### src/rtl/uart_line_rx.sv
// Line assembler behind the uart receiver: collects bytes into a CR/LF-terminated line
// with backspace editing, holds it for the application and flags two fixed commands.
module uart_line_rx #(
  parameter int unsigned          MAX_LEN  = 8,
  parameter logic [8*MAX_LEN-1:0] CMD0     = "a",
  parameter int unsigned          CMD0_LEN = 1,
  parameter logic [8*MAX_LEN-1:0] CMD1     = "hello",
  parameter int unsigned          CMD1_LEN = 5,
  parameter int unsigned          LEN_W    = $clog2(MAX_LEN + 1)
) (
  input  logic             clk,
  input  logic             rst,
  input  logic             rx_valid,
  input  logic [7:0]       rx_byte,
  input  logic             rx_error,
  output logic             line_valid,
  output logic [LEN_W-1:0] line_len,
  output logic             match0,
  output logic             match1,
  input  logic [LEN_W-1:0] rd_addr,
  output logic [7:0]       rd_data,
  input  logic             line_ack,
  output logic             line_err,
  output logic             rx_dropped
);

  localparam int unsigned IDX_W = $clog2(MAX_LEN);

  typedef enum logic [2:0] {IDLE, COLLECT, MATCH, HOLD, DISCARD} state_t;

  state_t           state, state_n;
  logic [LEN_W-1:0] len, len_n;
  logic [7:0]       line_buf [MAX_LEN];
  logic             wr_en, capture, clear_line, err_n, drop_n;
  logic             is_term, is_bs, eq0, eq1;

  assign is_term = (rx_byte == 8'h0D) || (rx_byte == 8'h0A);
  assign is_bs   = (rx_byte == 8'h08) || (rx_byte == 8'h7F);

  // Command strings are packed first-char-highest; shift the wanted char down to bit 0.
  always_comb begin
    eq0 = (len == LEN_W'(CMD0_LEN));
    for (int unsigned i = 0; i < CMD0_LEN; i++)
      if (line_buf[IDX_W'(i)] != 8'(CMD0 >> (8 * (CMD0_LEN - 1 - i)))) eq0 = 1'b0;
    eq1 = (len == LEN_W'(CMD1_LEN));
    for (int unsigned i = 0; i < CMD1_LEN; i++)
      if (line_buf[IDX_W'(i)] != 8'(CMD1 >> (8 * (CMD1_LEN - 1 - i)))) eq1 = 1'b0;
  end

  always_comb begin
    state_n    = state;
    len_n      = len;
    wr_en      = 1'b0;
    capture    = 1'b0;
    clear_line = 1'b0;
    err_n      = 1'b0;
    drop_n     = 1'b0;
    case (state)
      IDLE: begin
        if (rx_error) begin
          state_n = DISCARD;
        end else if (rx_valid && !is_term && !is_bs) begin
          wr_en   = 1'b1;
          len_n   = LEN_W'(1);
          state_n = COLLECT;
        end
      end
      COLLECT: begin
        if (rx_error) begin
          state_n = DISCARD;
        end else if (rx_valid) begin
          if (is_term) begin
            state_n = MATCH;
          end else if (is_bs) begin
            len_n = len - 1'b1;
            if (len == LEN_W'(1)) state_n = IDLE;
          end else if (len == LEN_W'(MAX_LEN)) begin
            state_n = DISCARD;
          end else begin
            wr_en = 1'b1;
            len_n = len + 1'b1;
          end
        end
      end
      MATCH: begin
        capture = 1'b1;
        drop_n  = rx_valid;
        state_n = HOLD;
      end
      HOLD: begin
        drop_n = rx_valid;
        if (line_ack) begin
          clear_line = 1'b1;
          len_n      = '0;
          state_n    = IDLE;
        end
      end
      DISCARD: begin
        if (!rx_error && rx_valid && is_term) begin
          err_n   = 1'b1;
          len_n   = '0;
          state_n = IDLE;
        end
      end
      default: begin
        len_n   = '0;
        state_n = IDLE;
      end
    endcase
  end

  always_ff @(posedge clk) begin
    if (rst) begin
      state      <= IDLE;
      len        <= '0;
      line_valid <= 1'b0;
      line_len   <= '0;
      match0     <= 1'b0;
      match1     <= 1'b0;
      line_err   <= 1'b0;
      rx_dropped <= 1'b0;
    end else begin
      state      <= state_n;
      len        <= len_n;
      line_err   <= err_n;
      rx_dropped <= drop_n;
      if (capture) begin
        line_valid <= 1'b1;
        line_len   <= len;
        match0     <= eq0;
        match1     <= eq1;
      end else if (clear_line) begin
        line_valid <= 1'b0;
        line_len   <= '0;
        match0     <= 1'b0;
        match1     <= 1'b0;
      end
    end
  end

  always_ff @(posedge clk) begin
    if (wr_en) line_buf[len[IDX_W-1:0]] <= rx_byte;
  end

  // line_len is zero outside HOLD, so this also blanks reads when no line is held.
  always_comb begin
    rd_data = '0;
    if (rd_addr < line_len) rd_data = line_buf[rd_addr[IDX_W-1:0]];
  end

endmodule

### config.mk
export PLATFORM = sky130hd
export DESIGN_NAME = uart_line_rx
export DESIGN_NICKNAME = d
export VERILOG_FILES = /design/src/rtl/uart_line_rx.sv
export SDC_FILE = /design/constraint.sdc
export NUM_CORES = 1
export LEC_CHECK = 0
export ABC_CLOCK_PERIOD_IN_PS = 7300
export CORE_ASPECT_RATIO = 0.7
export CORE_UTILIZATION = 35
export CTS_BUF_LIST = sky130_fd_sc_hd__clkbuf_8 sky130_fd_sc_hd__clkbuf_16
export DETAILED_ROUTE_END_ITERATION = 8
export HOLD_SLACK_MARGIN = 0.06
export PLACE_DENSITY = 0.57
export SKIP_CTS_REPAIR_TIMING = 1
export SLEW_MARGIN = 0
export SYNTH_ARGS = -nofsm -noshare
export SYNTH_HDL_FRONTEND = slang
export SYNTH_SLANG_ARGS = --single-unit
### constraint.sdc
create_clock -name clk -period 7.3 [get_ports clk]
set_input_delay 1.46 -clock clk [delete_from_list [all_inputs] [get_ports clk]]
set_output_delay 1.46 -clock clk [all_outputs]
set_load 0.005 [all_outputs]
==> results of run 1 <==
==> through the flow <==
| stage | cells | total power, uW | utilization | hold slack [ps] | instance area, um2 |
|---|---|---|---|---|---|
| floorplan | 270 | 621.5 | - | 448.3 | 3702 |
| global placement | 425 | 666.0 | 0.4040 | 442.8 | 4168 |
| detailed placement | 425 | 667.1 | 0.4040 | 450.3 | 4168 |
| CTS | 441 | 1184 | 0.4374 | 458.7 | 4513 |
| global route | 441 | 1218 | 0.4374 | 477.6 | 4513 |
| finish | 441 | 1172 | 0.4374 | 457.8 | 4513 |
==> cells in the mapped netlist, types with 4 or more instances <==
| library cell | n |
|---|---|
| nand4_1 | 6 |
| nand2b_1 | 7 |
| a22o_1 | 4 |
| clkbuf_1 | 9 |
| ha_1 | 7 |
| nand3_1 | 4 |
| nor3_1 | 7 |
| inv_1 | 8 |
| edfxtp_1 | 64 |
| dfxtp_1 | 16 |
| nor4_1 | 4 |
| nand2_1 | 14 |
| mux2i_1 | 9 |
| mux4_2 | 16 |
| o21ai_0 | 4 |
| a21oi_1 | 9 |
| nor2_1 | 35 |
| a22oi_1 | 4 |
| or3_1 | 4 |
==> metal layers <==
layer,vias to the layer above,GRT usage,part of all wire
met4,0,0.05322,0.0033
met2,72,0.2406,0.45
met3,4,0.04154,0.053
li1,1121,-,-
met5,-,0,0
met1,1180,0.2295,0.50
==> power groups by stage <==
stage / registers [uW] / clock network, uW / logic [uW]
final: 525 / 514 / 133
after global routing: 527 / 545 / 145
after CTS: 525 / 525 / 134
after detailed placement: 534 / 0 / 133
after global placement: 535 / 0 / 131
after floorplan: 523 / 0 / 98.7
==> final cells by class <==
cell class	count	share of cell area
timing repair buffer	36	0.07818
multi-input combinational	169	0.3052
tap	132	0.03660
inverter	8	0.006654
sequential	80	0.4968
clock buffer	9	0.04990
clock inverter	7	0.02661
==> flip-flops by register name (all words and copies together), names as in the netlist <==
register / cells
line_buf: 64
len: 4
line_len: 4
state: 3
line_err: 1
line_valid: 1
match0: 1
match1: 1
rx_dropped: 1
==> placed cells by master, fill, tap and decap left out, drive strengths merged, types with 2 or more instances in the layout <==
| master | count |
|---|---|
| a21oi | 9 |
| nor2 | 35 |
| inv | 8 |
| dfxtp | 16 |
| mux2i | 9 |
| nand4 | 7 |
| buf | 3 |
| a31o | 2 |
| nand2 | 14 |
| or4 | 3 |
| or3b | 3 |
| clkbuf | 9 |
| nor4b | 2 |
| nand2b | 7 |
| clkdlybuf4s50 | 33 |
| clkinv | 4 |
| o31ai | 2 |
| a22oi | 4 |
| mux4 | 16 |
| edfxtp | 64 |
| o21ai | 4 |
| or3 | 4 |
| nor3 | 8 |
| ha | 7 |
| nor2b | 3 |
| nand3 | 4 |
| and3b | 2 |
| a31oi | 2 |
| bufinv | 3 |
| a22o | 4 |
| o211ai | 2 |
| nor4 | 4 |
| o2111ai | 2 |
==> cells by family after synthesis <==
group,synth area share
adders and majority gates,0.02366
DFF,0.6056
AOI/OAI and AO/OA,0.07435
and+or+nand+nor,0.1501
muxes,0.1217
buffers and inverters,0.02230
xor gates and xnor gates,0.002366
==> path summary, 6_finish.rpt <==
path                         end  slack [ps]  cells past startpoint
setup / recovery      rd_data[1]        1860                      7
hold / removal            match1         460                      2
setup reg to reg  line_buf[5][1]        4320                      8
hold reg to reg           match1         460                      2
==> worst max-delay path: cells and delay by family <==
family,cells,cell delay (ps)
simple gates,3,600
compound gates,1,140
fa+ha+maj,1,350
buf+inv,2,1410
==> results.txt, run 1 <==
----------------------------------------------------
[Placed design]
  RD Place Congestion ... 0.7868
  Post-detail-place hpwl ... 5.733 mm
  Count of input and output buffers ... 33
  Pre-CTS WS ... approximately 1800 ps

[Yosys]
  Post-synth top area cell ... edfxtp_1
  Sequential share of the synthesized area ... 0.6056
  Distinct cells, synth ... between 40 and 50
  Syn. warnings ... 0
  Synthesized cell area ... 3702 um2
  Mean Syn Cell Area ... 13.71 um2
  Most instantiated flip-flop cell in the synthesis netlist ... edfxtp_1
  Async set-or-reset flop fraction in the synthesized netlist ... 0
  Count of state elements after synthesis ... 80
  Number of flops mapped to enable cells by yosys ... 64
  Largest cells by area after synthesis ... edfxtp_1 (52%), mux4_2 (9.7%), dfxtp_1 (8.7%), nor2_1 (3.5%), mux2i_1 (2.4%)
  Area share of the largest cell type after synthesis ... 0.5191
  Mapped Nets ... 294
  Cells after Synth ... 270

[Power]
  Power Density ... 259.7 nW/um2
  Net switching share of the total power ... 0.2284
  Leakage power figure ... 0.001472 uW
  Clock Power Share ... 0.439
  Switching power of the nets ... between 200 and 300 uW
  Worst ir drop on vdd ... approximately 110 uV
  Sequential power share ... 0.448
  Internal power ... 904.3 uW
  Comb pwr share ... 0.113

[Critical path]
  Crit path required time ... a little under 6000 ps
  Element type at the critical path end ... output port
  Critical path class ... input port to output port
  Startpoint types ... input port
  Critical Path AT ... 3980 ps
  Beginning of the worst register-to-register path ... len[1]
  CP peak stage delay ... 890 ps
  CP Max Fanout ... 9
  Start point of the critical path ... rd_addr[2]
  Cell repeated most along the worst path ... clkdlybuf4s50_1
  CP max stage cell ... clkdlybuf4s50_1
  Cell Chain, Critical Path ... clkdlybuf4s50_1 -> ha_1 -> nor2b_1 -> o21ai_0 -> nand2b_1 -> nor2_1 -> clkdlybuf4s50_1

[Clock network]
  Number of H-tree levels ... 3
  TritonCTS clock tree ... done
  Worst-case clock buffer depth ... 2
  CTS Buf Count ... 9
  TritonCTS sink count ... 80
  Clk pin slew, worst setup/hold paths ... 60 ps
  Root Driver ... clkbuf_16
  Source-to-sink clock delay at the later pin of the worst-skew pair ... roughly 330 ps

[Layout]
  Fraction of final layout cells with drive strength greater than 1 ... 0.1521
  Final nets ... 328
  Seq. cell area ... 2242 um2
  Syn-to-layout area delta ... 21.90%
  Number of inserted filler cells in the final layout ... 943
  Total area of multi-input combinational cells ... 1378 um2
  Number of diodes added for antenna fixing ... 0

[Global route]
  Maximum number of pins on one net before global-route repair ... 18
  Number of global-route vias before repair ... 2,264
  Global-route wire length before repair ... about 13 mm
  Antenna violations before repair ... 0
  Global router's overall resource usage ... 0.1609
  GRT overflow ... 0

[Die]
  Chip width ... 124.9 um
  I/O pin count ... 34
  Total Die Area ... about 11,000 um2
  Number of rows created at floorplan ... 31
  Initial Util ... 0.3588
  Vertical die dimension ... 88.05 um
  Core box area ... 10,320 um2

[Route]
  WL final ... 8.172 mm
  Via density ... 5.390
  Final ANT Viol Nets ... 0
  Wire length per cell ... 18.53 um
  DR pass1 iterations ... 8
  Overall via count from detail_route ... between 2,000 and 2,500
  DRC violation count after routing ... 10
  1st-iter DRT viols ... 186

[STA]
  Slew at the pin closest to its max-slew limit ... 1017 ps
  Final setup margin ... ~1900 ps
  Number of setup violations in the final report ... 0
  Setup TNS ... 0 ps
  Share of the clock period used by the worst path after layout ... 0.7457
  Final Skew ... 4.845 ps
  Number of max-slew violations in the final report ... 0
  Number of hold violations in the final report ... 0
  Final worst path period need ... ~5400 ps
  Slew Limit Headroom ... 0.3193
  Setup repair after global routing missed its margin ... no
  Maximum operating frequency ... 183.7 MHz

[Worst hold path]
  Hold_sp ... match1
  Worst min-delay path category ... register to register

[Job]
  Max-cap violation count ... 0

[Outcome]
  Violations in the final reports ... design-rule violations
  Run status ... finished, violations left

----------------------------------------------------
No activity file was read; power rests on OpenSTA's default activity.
==> run 2, diff against run 1 <==
--- a/config.mk
+++ b/config.mk
@@ -5,13 +5,13 @@
 export SDC_FILE = /design/constraint.sdc
 export NUM_CORES = 1
 export LEC_CHECK = 0
-export ABC_CLOCK_PERIOD_IN_PS = 7300
+export ABC_CLOCK_PERIOD_IN_PS = 4900
 export CORE_ASPECT_RATIO = 0.7
 export CORE_UTILIZATION = 35
 export CTS_BUF_LIST = sky130_fd_sc_hd__clkbuf_8 sky130_fd_sc_hd__clkbuf_16
 export DETAILED_ROUTE_END_ITERATION = 8
 export HOLD_SLACK_MARGIN = 0.06
-export PLACE_DENSITY = 0.57
+export PLACE_DENSITY = 0.59
 export SKIP_CTS_REPAIR_TIMING = 1
 export SLEW_MARGIN = 0
 export SYNTH_ARGS = -nofsm -noshare
==> constraint.sdc (replaced) <==
create_clock -name clk -period 4.9 [get_ports clk]
set_input_delay 0.98 -clock clk [delete_from_list [all_inputs] [get_ports clk]]
set_output_delay 0.98 -clock clk [all_outputs]
set_load 0.005 [all_outputs]
==> results.txt, run 2 (synthesis gave the netlist of run 1 again) <==
----------------------------------------------------
[Route]
  Final ANT Viol Nets ... 0 (unchanged)
  Wire length per cell ... 18.43 um (was 18.53 um)
  Via density ... 5.272 (was 5.390)
  DRC violation count after routing ... 12 (was 10)
  DR pass1 iterations ... 8 (unchanged)
  WL final ... 8.330 mm (was 8.172 mm)
  1st-iter DRT viols ... 210 (was 186)
  Overall via count from detail_route ... 2,383 (was 2,377)

[Layout]
  Most common cell after layout, fill and taps aside ... edfxtp_1 (unchanged)
  Commonest cells after routing, fill and taps aside ... edfxtp_1 (64), nor2_1 (35), clkdlybuf4s50_1 (33) (unchanged)
  Largest register FFs ... 64 (unchanged)
  Syn-to-layout area delta ... 23.05% (was 21.90%)
  Post-route design area ... 4556 um2 (was 4513 um2)
  Number of diodes added for antenna fixing ... 0 (unchanged)
  Number of inserted filler cells in the final layout ... 935 (was 943)
  Final nets ... 339 (was 328)
  Fraction of final layout cells with drive strength greater than 1 ... 0.1844 (was 0.1521)

[STA]
  Final worst path period need ... 4051 ps
  Setup TNS ... 0 ps (unchanged)
  Number of hold violations in the final report ... 0 (unchanged)
  Slew Limit Headroom ... 0.5982 (was 0.3193)
  Final Skew ... 8.270 ps (was 4.845 ps)
  Number of setup violations in the final report ... 0 (unchanged)
  Slew at the pin closest to its max-slew limit ... 598.1 ps (was 1017 ps)
  Maximum operating frequency ... roughly 250 MHz
  Final setup margin ... 849.0 ps (was 1856 ps)
  Setup repair after global routing missed its margin ... no (unchanged)
  Number of max-slew violations in the final report ... 0 (unchanged)
  Share of the clock period used by the worst path after layout ... 0.8267
  Worst hold-check slack ... 454.8 ps (was 457.8 ps)

[Die]
  Chip width ... 124.9 um (unchanged)
  Initial Util ... 0.3588 (unchanged)
  Number of rows created at floorplan ... 31 (unchanged)
  Core box area ... 10,320 um2 (unchanged)
  Total Die Area ... 11,000 um2 (unchanged)
  Vertical die dimension ... 88.05 um (unchanged)
  I/O pin count ... 34 (unchanged)

[Critical path]
  Crit path required time ... 3920 ps (was 5840 ps)
  CP Max Fanout ... 8 (was 9)
  Element type at the critical path end ... output port (unchanged)
  Bufs and invs on worst path ... 2 (unchanged)
  CP max stage cell ... clkdlybuf4s50_1 (unchanged)
  Cell Chain, Critical Path ... clkdlybuf4s50_1 -> nand2b_1 -> a21oi_1 -> nor2b_1 -> o21ai_0 -> nand2b_1 -> nor2_1 -> clkdlybuf4s50_1 (was clkdlybuf4s50_1 -> ha_1 -> nor2b_1 -> o21ai_0 -> nand2b_1 -> nor2_1 -> clkdlybuf4s50_1)
  Startpoint types ... input port (unchanged)
  Critical path class ... input port to output port (unchanged)
  Top cell family by delay on the critical path ... buffers and inverters (unchanged)
  Critical Path AT ... 3070 ps (was 3980 ps)
  CP peak stage delay ... 530 ps (was 890 ps)

[Outcome]
  Violations in the final reports ... design-rule violations (unchanged)
  Run status ... finished, violations left (unchanged)

[Global route]
  Antenna violations before repair ... 0 (unchanged)
  Maximum number of pins on one net before global-route repair ... 17 (was 18)
  Global router's overall resource usage ... 0.1647 (was 0.1609)
  Number of global-route vias before repair ... 2,311 (was 2,264)
  Global-route wire length before repair ... 13.23 mm (was 12.87 mm)
  GRT overflow ... 0 (unchanged)

[Power]
  Power Density ... 364.4 nW/um2 (was 259.7 nW/um2)
  Worst ir drop on vdd ... 161.6 uV (was 110.8 uV)
  Total power ... 1660 uW (was 1172 uW)
  Leakage power figure ... 0.001505 uW (was 0.001472 uW)

[Placed design]
  Count of input and output buffers ... 33 (unchanged)
  RD Place Congestion ... 0.8325 (was 0.7868)
  Placed Instance Area ... 4250 um2 (was 4168 um2)
  Post-detail-place hpwl ... 5.907 mm (was 5.733 mm)
  Pre-CTS WS ... 817.9 ps (was 1778 ps)

[Clock network]
  TritonCTS sink count ... 80 (unchanged)
  Root Driver ... clkbuf_16 (unchanged)
  Worst-case clock buffer depth ... 2 (unchanged)
  Number of H-tree levels ... 3 (unchanged)
  CTS Buf Count ... 9 (unchanged)
  TritonCTS clock tree ... done (unchanged)
  Source-to-sink clock delay at the later pin of the worst-skew pair ... 340 ps (was 330 ps)
  Clk pin slew, worst setup/hold paths ... 60 ps (about the same)

[Job]
  Max-cap violation count ... 0 (unchanged)

[Worst hold path]
  Worst min-delay path category ... register to register (unchanged)

----------------------------------------------------
run 2: layout make-up:
cell class                      instances  area [um2]  area share
Sequential cell                        80        2242      0.4922
Multi-Input combinational cell        169        1378      0.3024
Timing Repair Buffer                   47       435.4     0.09558
Clock buffer                            9       225.2     0.04944
Tap cell                              132       165.2     0.03625
Clock inverter                          7       80.08     0.01758
Inverter                                8       30.03    0.006592
run 2: stage by stage:
stage / instances / util
after floorplan: 270 / -
after detailed placement: 436 / 0.4120
after global routing: 452 / 0.4415
after CTS: 452 / 0.4415
after global placement: 436 / 0.4120
final: 452 / 0.4415
run 2: report_power, final:
group	switching [uW]	total (uW)	internal (uW)
Clock	275	674	399
Combinational	106	204	97.8
Sequential	27.5	782	754
Total	408	1660	1250
run 2: worst paths after layout:
| check | slack, ps | cells after the start | startpoint | end |
|---|---|---|---|---|
| worst min register to register | 450 | 2 | match1 | match1 |
| worst max register to register | 2190 | 9 | len[1] | line_buf[3][7] |
| worst max-delay path | 850 | 8 | rd_addr[0] | rd_data[2] |
| worst min-delay path | 450 | 2 | match1 | match1 |
run 2: worst register-to-register path, stage by stage (launching register included):
cell and delay (ps):
dfxtp_1 510, inv_1 160, ha_1 210, and3b_1 210, nand2_1 70, nand2_1 50
nor4_1 320, nand2_1 180, nor2_1 450, buf_4 260
run 2: metal layers:
metal / track usage / wire [um]
met5: 0 / 0
met4: 0.05765 / 90
met3: 0.04459 / 405
met2: 0.2406 / 3525
met1: 0.2366 / 4308
==> run 3, diff against run 2 <==
--- a/config.mk
+++ b/config.mk
@@ -5,7 +5,7 @@
 export SDC_FILE = /design/constraint.sdc
 export NUM_CORES = 1
 export LEC_CHECK = 0
-export ABC_CLOCK_PERIOD_IN_PS = 4900
+export ABC_CLOCK_PERIOD_IN_PS = 3700
 export CORE_ASPECT_RATIO = 0.7
 export CORE_UTILIZATION = 35
 export CTS_BUF_LIST = sky130_fd_sc_hd__clkbuf_8 sky130_fd_sc_hd__clkbuf_16
==> constraint.sdc (replaced) <==
create_clock -name clk -period 3.7 [get_ports clk]
set_input_delay 0.74 -clock clk [delete_from_list [all_inputs] [get_ports clk]]
set_output_delay 0.74 -clock clk [all_outputs]
set_load 0.005 [all_outputs]
==> results.txt, run 3 (synthesis gave the netlist of run 1 again) <==
----------------------------------------------------
[Layout]
  Number of diodes added for antenna fixing ... 0 (unchanged)
  Fraction of final layout cells with drive strength greater than 1 ... 0.1969 (was 0.1844)
  Most common cell after layout, fill and taps aside ... edfxtp_1 (unchanged)
  Commonest cells after routing, fill and taps aside ... edfxtp_1 (64), nor2_1 (35), clkdlybuf4s50_1 (33) (unchanged)
  Final nets ... 344 (was 339)
  Post-Layout Cell Count ... 457 (was 452)
  Syn-to-layout area delta ... 24.97% (was 23.05%)
  Largest register FFs ... 64 (unchanged)

[STA]
  Setup TNS ... 0 ps (unchanged)
  Number of max-slew violations in the final report ... 0 (unchanged)
  Number of hold violations in the final report ... 0 (unchanged)
  Final Skew ... 8.293 ps (was 8.270 ps)
  Share of the clock period used by the worst path after layout ... 0.9629
  Setup repair after global routing missed its margin ... no (unchanged)
  Slew at the pin closest to its max-slew limit ... 593.4 ps (was 598.1 ps)
  Maximum operating frequency ... roughly 280 MHz
  Final worst path period need ... 3563 ps
  Slew Limit Headroom ... 0.6013 (was 0.5982)
  Number of setup violations in the final report ... 0 (unchanged)

[Die]
  Initial Util ... 0.3588 (unchanged)
  Chip width ... 124.9 um (unchanged)
  Core box area ... 10,320 um2 (unchanged)
  Vertical die dimension ... 88.05 um (unchanged)
  I/O pin count ... 34 (unchanged)
  Total Die Area ... 11,000 um2 (unchanged)
  Number of rows created at floorplan ... 31 (unchanged)

[Clock network]
  CTS Buf Count ... 9 (unchanged)
  Number of H-tree levels ... 3 (unchanged)
  Root Driver ... clkbuf_16 (unchanged)
  TritonCTS sink count ... 80 (unchanged)
  TritonCTS clock tree ... done (unchanged)
  Clk pin slew, worst setup/hold paths ... 60 ps (about the same)
  Worst-case clock buffer depth ... 2 (unchanged)
  Source-to-sink clock delay at the later pin of the worst-skew pair ... 340 ps (about the same)

[Critical path]
  Cell Chain, Critical Path ... clkdlybuf4s50_1 -> buf_4 -> mux4_2 -> mux2i_1 -> nor2_1 -> clkdlybuf4s50_1 (was clkdlybuf4s50_1 -> nand2b_1 -> a21oi_1 -> nor2b_1 -> o21ai_0 -> nand2b_1 -> nor2_1 -> clkdlybuf4s50_1)
  Count of cells along the worst register-to-register path ... 9 (unchanged)
  Capture point of the worst reg-to-reg path ... line_buf[1][0] (was line_buf[3][7])
  Top cell family by delay on the critical path ... buffers and inverters (unchanged)
  Cell repeated most along the worst path ... clkdlybuf4s50_1
  Beginning of the worst register-to-register path ... len[1] (unchanged)
  Startpoint types ... input port (unchanged)
  Crit path required time ... 2960 ps (was 3920 ps)
  CP Max Fanout ... 8 (unchanged)
  Bufs and invs on worst path ... 3 (was 2)
  CP max stage cell ... clkdlybuf4s50_1 (unchanged)
  Critical Path AT ... 2820 ps (was 3070 ps)
  Setup slack, reg-to-reg ... 1330 ps (was 2190 ps)
  Element type at the critical path end ... output port (unchanged)
  Critical path class ... input port to output port (unchanged)
  CP peak stage delay ... 620 ps (was 530 ps)

[Route]
  Wire length per cell ... 18.17 um (was 18.43 um)
  WL final ... 8.304 mm (was 8.330 mm)
  DR pass1 iterations ... 6 (was 8)
  Via density ... 5.274 (was 5.272)
  1st-iter DRT viols ... 171 (was 210)
  Final ANT Viol Nets ... 0 (unchanged)
  DRC violation count after routing ... 12 (unchanged)
  Overall via count from detail_route ... 2,410 (was 2,383)

[Worst hold path]
  Worst min-delay path category ... register to register (unchanged)
  Worst min-delay path endpoint ... match0 (was match1)
  Hold_sp ... match0 (was match1)
  Hold path depth ... 2 (unchanged)

[Global route]
  Maximum number of pins on one net before global-route repair ... 16 (was 17)
  Antenna violations before repair ... 0 (unchanged)
  Global router's overall resource usage ... 0.1647 (about the same)
  GRT overflow ... 0 (unchanged)
  Global-route wire length before repair ... 13.03 mm (was 13.23 mm)
  Number of global-route vias before repair ... 2,310 (was 2,311)

[Placed design]
  Post-detail-place hpwl ... 6.108 mm (was 5.907 mm)
  Count of input and output buffers ... 33 (unchanged)
  Number of instances in the placed design ... 441 (was 436)
  RD Place Congestion ... 0.7896 (was 0.8325)

[Outcome]
  Run status ... finished, violations left (unchanged)
  Violations in the final reports ... design-rule violations (unchanged)

[Job]
  Max-cap violation count ... 0 (unchanged)

[Power]
  Power Density ... 490.7 nW/um2 (was 364.4 nW/um2)
  Worst ir drop on vdd ... 213.0 uV (was 161.6 uV)
  Leakage power figure ... 0.001557 uW (was 0.001505 uW)

----------------------------------------------------
run 3: cell count changes in the layout (fill, tap and decap cells not counted), sizes merged:
| cell | change |
|---|---|
| clkinvlp | -2 |
| clkbuf | +3 |
| buf | +5 |
| inv | -1 |
run 3: final cells by class:
class	instances	area [um2]
clock buffers	12	289.0
inverters	8	30.03
fillers	941	5690
well taps	132	165.2
repair buffers	52	473.0
clock inverters	4	47.55
flip-flops and latches	80	2242
multi-input cells	169	1380
run 3: worst max path at each step:
stage	start	end	slack, ps	cells past startpoint
floorplan	rd_addr[0]	rd_data[5]	840	5
global placement	rd_addr[0]	rd_data[2]	100	6
detailed placement	rd_addr[0]	rd_data[2]	100	8
CTS	rd_addr[0]	rd_data[2]	80	8
global route	rd_addr[0]	rd_data[1]	80	8
finish	rd_addr[0]	rd_data[1]	140	6
run 3: through the flow:
stage          worst slack (ps)  instance area, um2  total power [uW]  hold slack, ps    util
4_1_cts                   82.82                4624              2291           458.7  0.4482
5_1_grt                   81.22                4627              2355           489.1  0.4485
3_5_place_dp              100.5                4288              1325           444.4  0.4156
6_report                  137.3                4627              2270           459.1  0.4485
3_3_place_gp              104.6                4288              1324           444.5  0.4156
2_1_floorplan             844.6                3702              1226           448.3       -
run 3: power breakdown:
group / total, uW / internal (uW) / leakage (uW) / switching (uW)
clock network: 962 / 620 / 0.000170 / 342
logic: 272 / 133 / 0.000680 / 140
registers: 1040 / 999 / 0.000707 / 36.7
total: 2270 / 1750 / 0.00156 / 518
run 3: worst register-to-register path: cells and delay by family, from the launching register on:
| family | cells | cell delay (ps) |
|---|---|---|
| AND/OR/NAND/NOR | 6 | 990 |
| flip-flops | 1 | 490 |
| buffers and inverters | 2 | 390 |
| adder cells (fa/ha/maj) | 1 | 210 |
run 3: routing by layer:
layer	wire length, um	share of wire	GRT usage	up-vias
li1	-	-	-	1149
met1	4431	0.53	0.2364	1200
met2	3416	0.41	0.2370	47
met3	337	0.041	0.04643	14
met4	119	0.014	0.06319	0
met5	0	0	0	-
